$ cat src/rtl/clock_pkg.sv
// rtl/clock_pkg.sv - shared constants, digit type and FSM states for the time feeder
package clock_pkg;

    localparam int FRAME_DIGITS = 6;
    localparam int DOT_BIT      = 4;

    // Send order; the last digit sent lands at display position 0
    localparam int ORD_H_T = 0;
    localparam int ORD_H_U = 1;
    localparam int ORD_M_T = 2;
    localparam int ORD_M_U = 3;
    localparam int ORD_S_T = 4;
    localparam int ORD_S_U = 5;

    typedef logic [DOT_BIT:0] digit_t;

    typedef enum logic [1:0] {
        IDLE,
        SETUP,
        STROBE,
        HOLD
    } fsm_state_t;

    function automatic digit_t mk_digit(input logic [3:0] bcd, input logic dot);
        return {dot, bcd};
    endfunction

endpackage

$ cat src/rtl/time_feeder_if.sv
// rtl/time_feeder_if.sv - set pulses, tick and digit/latch load bus of the time feeder
interface time_feeder_if import clock_pkg::*; ();

    logic   inc_hour;
    logic   inc_min;
    digit_t digit;
    logic   latch;
    logic   busy;
    logic   tick;

    modport master (
        input  inc_hour, inc_min,
        output digit, latch, busy, tick
    );

    modport slave (
        output inc_hour, inc_min,
        input  digit, latch, busy, tick
    );

endinterface

$ cat src/rtl/bcd_wrap_counter.sv
// rtl/bcd_wrap_counter.sv - two-decade BCD counter wrapping from MAX to 00
module bcd_wrap_counter #(
    parameter int MAX = 59
) (
    input  logic       clk,
    input  logic       rst,
    input  logic       inc,
    output logic       wrap,
    output logic [7:0] value
);

    localparam logic [3:0] MAX_T = 4'(MAX / 10);
    localparam logic [3:0] MAX_U = 4'(MAX % 10);

    logic [3:0] tens;
    logic [3:0] units;
    logic       at_max;

    assign at_max = (tens == MAX_T) && (units == MAX_U);
    assign wrap   = inc && at_max;
    assign value  = {tens, units};

    always_ff @(posedge clk or posedge rst) begin
        if (rst) begin
            tens  <= '0;
            units <= '0;
        end else if (inc) begin
            if (at_max) begin
                tens  <= '0;
                units <= '0;
            end else if (units == 4'd9) begin
                tens  <= tens + 4'd1;
                units <= '0;
            end else begin
                units <= units + 4'd1;
            end
        end
    end

endmodule

$ cat src/rtl/time_feeder.sv
// rtl/time_feeder.sv - HH:MM:SS clock serialising six-digit snapshots onto a digit/latch bus
module time_feeder import clock_pkg::*; #(
    parameter int CLK_HZ = 50_000_000
) (
    input  logic          clk,
    input  logic          rst,
    time_feeder_if.master bus
);

    localparam int             PW       = $clog2(CLK_HZ);
    localparam logic [PW-1:0]  PRE_LAST = PW'(CLK_HZ - 1);

    logic [PW-1:0] pre_cnt;
    logic          tick_now;
    logic          tick_pend;
    logic          manual;
    logic          sec_adv;
    logic          sec_wrap;
    logic          min_wrap;
    logic          req;
    logic [7:0]    hrs;
    logic [7:0]    mins;
    logic [7:0]    secs;
    logic          colon;

    fsm_state_t    state;
    fsm_state_t    state_n;
    logic          load;
    logic          last;
    logic [2:0]    idx;
    digit_t        frame [FRAME_DIGITS];

    assign tick_now = (pre_cnt == PRE_LAST);
    assign bus.tick = tick_now;

    always_ff @(posedge clk or posedge rst) begin
        if (rst)           pre_cnt <= '0;
        else if (tick_now) pre_cnt <= '0;
        else               pre_cnt <= pre_cnt + 1'b1;
    end

    // A manual set wins the cycle; a coincident tick is deferred by one cycle
    assign manual  = bus.inc_hour | bus.inc_min;
    assign sec_adv = !manual && (tick_now || tick_pend);

    always_ff @(posedge clk or posedge rst) begin
        if (rst)         tick_pend <= 1'b0;
        else if (manual) tick_pend <= tick_pend | tick_now;
        else             tick_pend <= 1'b0;
    end

    bcd_wrap_counter #(.MAX(59)) u_sec (
        .clk(clk), .rst(rst), .inc(sec_adv), .wrap(sec_wrap), .value(secs)
    );

    bcd_wrap_counter #(.MAX(59)) u_min (
        .clk(clk), .rst(rst), .inc(bus.inc_min | sec_wrap), .wrap(min_wrap), .value(mins)
    );

    // Hours only carry from a seconds rollover, never from a manual minute wrap
    bcd_wrap_counter #(.MAX(23)) u_hour (
        .clk(clk), .rst(rst), .inc(bus.inc_hour | (sec_wrap & min_wrap)), .wrap(), .value(hrs)
    );

    always_ff @(posedge clk or posedge rst) begin
        if (rst)                     req <= 1'b1;
        else if (manual || sec_adv)  req <= 1'b1;
        else if (load)               req <= 1'b0;
    end

    assign colon = ~secs[0];
    assign last  = (idx == 3'(FRAME_DIGITS - 1));

    always_ff @(posedge clk or posedge rst) begin
        if (rst) begin
            state <= IDLE;
            idx   <= '0;
            for (int i = 0; i < FRAME_DIGITS; i++) frame[i] <= '0;
        end else begin
            state <= state_n;
            if (load) begin
                idx            <= '0;
                frame[ORD_H_T] <= mk_digit(hrs[7:4],  1'b0);
                frame[ORD_H_U] <= mk_digit(hrs[3:0],  colon);
                frame[ORD_M_T] <= mk_digit(mins[7:4], 1'b0);
                frame[ORD_M_U] <= mk_digit(mins[3:0], colon);
                frame[ORD_S_T] <= mk_digit(secs[7:4], 1'b0);
                frame[ORD_S_U] <= mk_digit(secs[3:0], 1'b0);
            end else if (state == HOLD && !last) begin
                idx <= idx + 3'd1;
            end
        end
    end

    always_comb begin
        state_n   = state;
        load      = 1'b0;
        bus.latch = 1'b0;
        bus.busy  = (state != IDLE);
        bus.digit = '0;
        case (state)
            IDLE: begin
                if (req) begin
                    load    = 1'b1;
                    state_n = SETUP;
                end
            end
            SETUP: begin
                bus.digit = frame[idx];
                state_n   = STROBE;
            end
            STROBE: begin
                bus.digit = frame[idx];
                bus.latch = 1'b1;
                state_n   = HOLD;
            end
            HOLD: begin
                bus.digit = frame[idx];
                state_n   = last ? IDLE : SETUP;
            end
            default: state_n = IDLE;
        endcase
    end

endmodule

$ cat src/flat_wrapper.sv
// flat-port wrapper written by rule: the top's interface ports become plain ports
module time_feeder_flat import clock_pkg::*;
#(
    parameter int CLK_HZ = 50_000_000
)
  (clk, rst, bus_inc_hour, bus_inc_min, bus_digit, bus_latch, bus_busy, bus_tick);
  time_feeder_if bus_i ();
  input  logic clk;
  input  logic rst;
  input wire logic [$bits(bus_i.inc_hour)-1:0] bus_inc_hour;
  input wire logic [$bits(bus_i.inc_min)-1:0] bus_inc_min;
  output wire logic [$bits(bus_i.digit)-1:0] bus_digit;
  output wire logic [$bits(bus_i.latch)-1:0] bus_latch;
  output wire logic [$bits(bus_i.busy)-1:0] bus_busy;
  output wire logic [$bits(bus_i.tick)-1:0] bus_tick;
  assign bus_i.inc_hour = bus_inc_hour;
  assign bus_i.inc_min = bus_inc_min;
  assign bus_digit = bus_i.digit;
  assign bus_latch = bus_i.latch;
  assign bus_busy = bus_i.busy;
  assign bus_tick = bus_i.tick;
  time_feeder #(.CLK_HZ(CLK_HZ)) u_core (.clk(clk), .rst(rst), .bus(bus_i));
endmodule
$ cat config.mk
export PLATFORM = sky130hd
export DESIGN_NAME = time_feeder_flat
export DESIGN_NICKNAME = d
export VERILOG_FILES = /design/src/rtl/clock_pkg.sv /design/src/rtl/time_feeder_if.sv /design/src/rtl/bcd_wrap_counter.sv /design/src/rtl/time_feeder.sv /design/src/flat_wrapper.sv
export SDC_FILE = /design/constraint.sdc
export NUM_CORES = 1
export LEC_CHECK = 0
export ABC_AREA = 1
export CAP_MARGIN = 30
export CORE_ASPECT_RATIO = 1.25
export CORE_MARGIN = 2
export CORE_UTILIZATION = 55
export DETAILED_ROUTE_END_ITERATION = 7
export DONT_BUFFER_PORTS = 1
export GPL_ROUTABILITY_DRIVEN = 0
export PLACE_DENSITY = 0.72
export SYNTH_ARGS = -nofsm -noshare
export SYNTH_HDL_FRONTEND = slang
export SYNTH_HIERARCHICAL = 1
export SYNTH_SLANG_ARGS = --single-unit
$ cat constraint.sdc
create_clock -name clk -period 4 [get_ports clk]
set_input_delay 0.6 -clock clk [delete_from_list [all_inputs] [get_ports clk]]
set_output_delay 0.6 -clock clk [all_outputs]
set_load 0.01 [all_outputs]
==> metrics.md <==
| Metric | Value |
|---|---|
| Buffers & Inverters on Critical Path | 5 |
| Antenna-violating nets left | 0 |
| N_diodes | 0 |
| Crit path max-delay family | simple AND/OR/NAND/NOR gates |
| Final hold vios | 0 |
| Maximum vdd drop | 0.000339 V |
| Post-CTS Hold Buffers | 0 |
| Period utilization | 0.857 |
| CP Data Arrival Time | 3.70 ns |
| Max clock buf depth | 2 |
| GRT overflow | 0 |
| Tmin final | 3.43 ns |
| Placed cell count | 708 |
| Clock Skews | 0.00822 ns |
| CP Class | reg2reg |
| Hold WC Path Type | in2async |
| Mapped Cells | 618 |
| Worst-path clk slew | 0.08 ns |
| Initial antenna violation count | 0 |
| Unrepaired setup endpoints after global routing | no |
| Status | finished, final reports clean |
| Total GRT Usage | 0.230 |
| CP peak stage delay | 0.38 ns |
| Sinks on Clock Net | 82 |
| Worst reg-to-reg path cell count | 21 |
| Final Instance Count excl. Fillers | 724 |
| CP startpoint | u_core/pre_cnt[0] |
| Worst slew pin tran | 0.651 ns |
| Levels on crit path | 21 |
| Layout area overhead | 5.90% |
| Post-DP Area | 4740 um2 |
| Core ar. | 8240 um2 |
| Required @ worst endpoint | 4.28 ns |
| Drt drc | 0 |
| Final number of max-transition violations | 0 |
| Design Area, Final | 4940 um2 |
| Clk_lat worst skew | 0.35 ns |
| Num CTS Buffers | 9 |
| Mapped Nets | 641 |
| Starting DRC count in detailed routing | 204 |
| Sum of net half-perimeters after detailed placement | 7240 um |
| Syn avg cell area | 7.55 um2 |
| Highest Clock Rate | 292 MHz |
| YS warnings | 6 |
| CP max FO | 12 |
| First-pass GRT wire length | 16800 um |
| 1st-pass router iterations | 5 |
| Share of cells above drive strength 1 | 0.0781 |
| TritonCTS clock tree | built |
| Post-Syn Area | 4670 um2 |
| Detailed Route WL | 9560 um |
| WL/cell | 13.2 um |
| Max-cap viol count | 0 |
| Filler instances | 763 |
| Relative slew slack | 0.565 |
| # IOs | 12 |
| Largest net degree at the start of global routing | 32 |
| Number of global-route vias before repair | 3811 |
| Final core utilization | 0.600 |
| Starting Density | 0.566 |
| Startpoint Class | flop |
| Crit-path cells | ha_1 > nand2_2 > nor2_8 > nand3_1 > nor2_1 > nand2_1 > a21oi_1 > clkinv_4 > nor2_8 > inv_2 > nor2_2 > or2_2 > clkinv_4 > nor2_8 > inv_2 > nor2_2 > a21o_1 > buf_4 > nand2_1 > xor2_1 > a21boi_0 |
| Leakage power | 2.59 nW |
| Reg-to-reg startpoint | u_core/pre_cnt[0] |
| Setup crit end kind | flop |
| Cell with the most instances on the worst path | nor2_8 |
| Root buf cell | clkbuf_8 |
| Setup TNS | 0 ns |
| Power density over the cells | 438 nW/um2 |
| Post-cts sizing count | 0 |
| Vias per cell | 5.20 |
| Number of core rows | 37 |
| IO Port Bufs | 0 |
| Die Wd | 86.4 um |
| Postcts setup bufs | 0 |
| Via count | 3763 |
| Setup Viol. Count Final | 0 |
| Die height | 107 um |
| H-Tree Depth | 3 |
| Die Footprint | 9240 um2 |
| Final net count | 645 |
| Critical-path top delay cell | a21oi_1 |
[worst paths after layout]
| kind | endpoint | slack [ns] |
|---|---|---|
| worst max-delay path | u_core/u_hour/units[2] | 0.57 |
| worst min-delay path | u_core/u_sec/units[1] | 0.07 |
| worst max register to register | u_core/u_hour/units[2] | 0.57 |
| worst min register to register | u_core/pre_cnt[0] | 0.46 |
| max in group asynchronous | u_core/req | 2.93 |
| min in group clk | u_core/tick_pend | 0.45 |
[metal layers]
layer | up-vias | routed length (um) | global-route usage
li1 | 1922 | - | -
met1 | 1735 | 3920 | 0.259
met2 | 80 | 5010 | 0.409
met3 | 26 | 357 | 0.0470
met4 | 0 | 274 | 0.110
met5 | - | 0 | 0
[cells in the final DEF, fill, tap and decap left out]
master and count:
nand2_1 203, nor2_1 92, dfrtp_1 81, inv_1 70
o21ai_0 24, nand3_1 21, ha_1 19, a21oi_1 16
nand4_1 13, clkbuf_8 10, xor2_1 10, inv_2 8
xnor2_1 6, nor2_2 4, buf_4 4, o21ai_1 4
clkinv_4 3, nor2_8 3, or2_2 3, o21a_1 3
nand3b_1 3, nand3_2 3, o22ai_1 3, clkbuf_1 2
nor2_4 2, nor3_1 2, nand2_4 2, nand3_4 2
clkinvlp_4 1, clkinv_2 1, bufinv_16 1, nand2_2 1
a211oi_1 1, o211ai_1 1, a21o_1 1, nor4_1 1
o21bai_1 1, dfstp_2 1, a21boi_0 1
[power by group]
group          switching, mW  leakage (nW)  internal [mW]
clock network          0.288        0.0966          0.306
logic                  0.257          1.45          0.175
registers              0.158          1.04          0.980
total                  0.703          2.59           1.46
[per-stage QoR]
step,hold slack [ns],setup slack [ns],total power [mW]
global placement,0.439,0.654,1.57
detailed placement,0.444,0.562,1.59
global route,0.0659,0.172,2.33
CTS,0.0516,0.552,2.19
finish,0.0656,0.574,2.16
floorplan,0.416,1.15,1.47
[area by class of cell]
class | count | area [um2] | area share
Tap cell | 97 | 121 | 0.0246
Sequential cell | 82 | 2050 | 0.416
Timing Repair Buffer | 4 | 30.0 | 0.00608
Clock buffer | 12 | 145 | 0.0294
Multi-Input combinational cell | 445 | 2230 | 0.451
Inverter | 80 | 310 | 0.0628
Clock inverter | 4 | 51.3 | 0.0104
[registers in the layout, summed over array words and instances (netlist names)]
name,cells
u_core/u_min/tens,4
u_core/u_hour/tens,4
u_core/u_hour/units,4
u_core/u_sec/tens,4
u_core/pre_cnt,26
u_core/state,2
u_core/idx,3
u_core/tick_pend,1
u_core/u_min/units,4
u_core/u_sec/units,4
u_core/req,1
u_core/frame,25
Note: power is estimated with default switching activity, not from simulation.
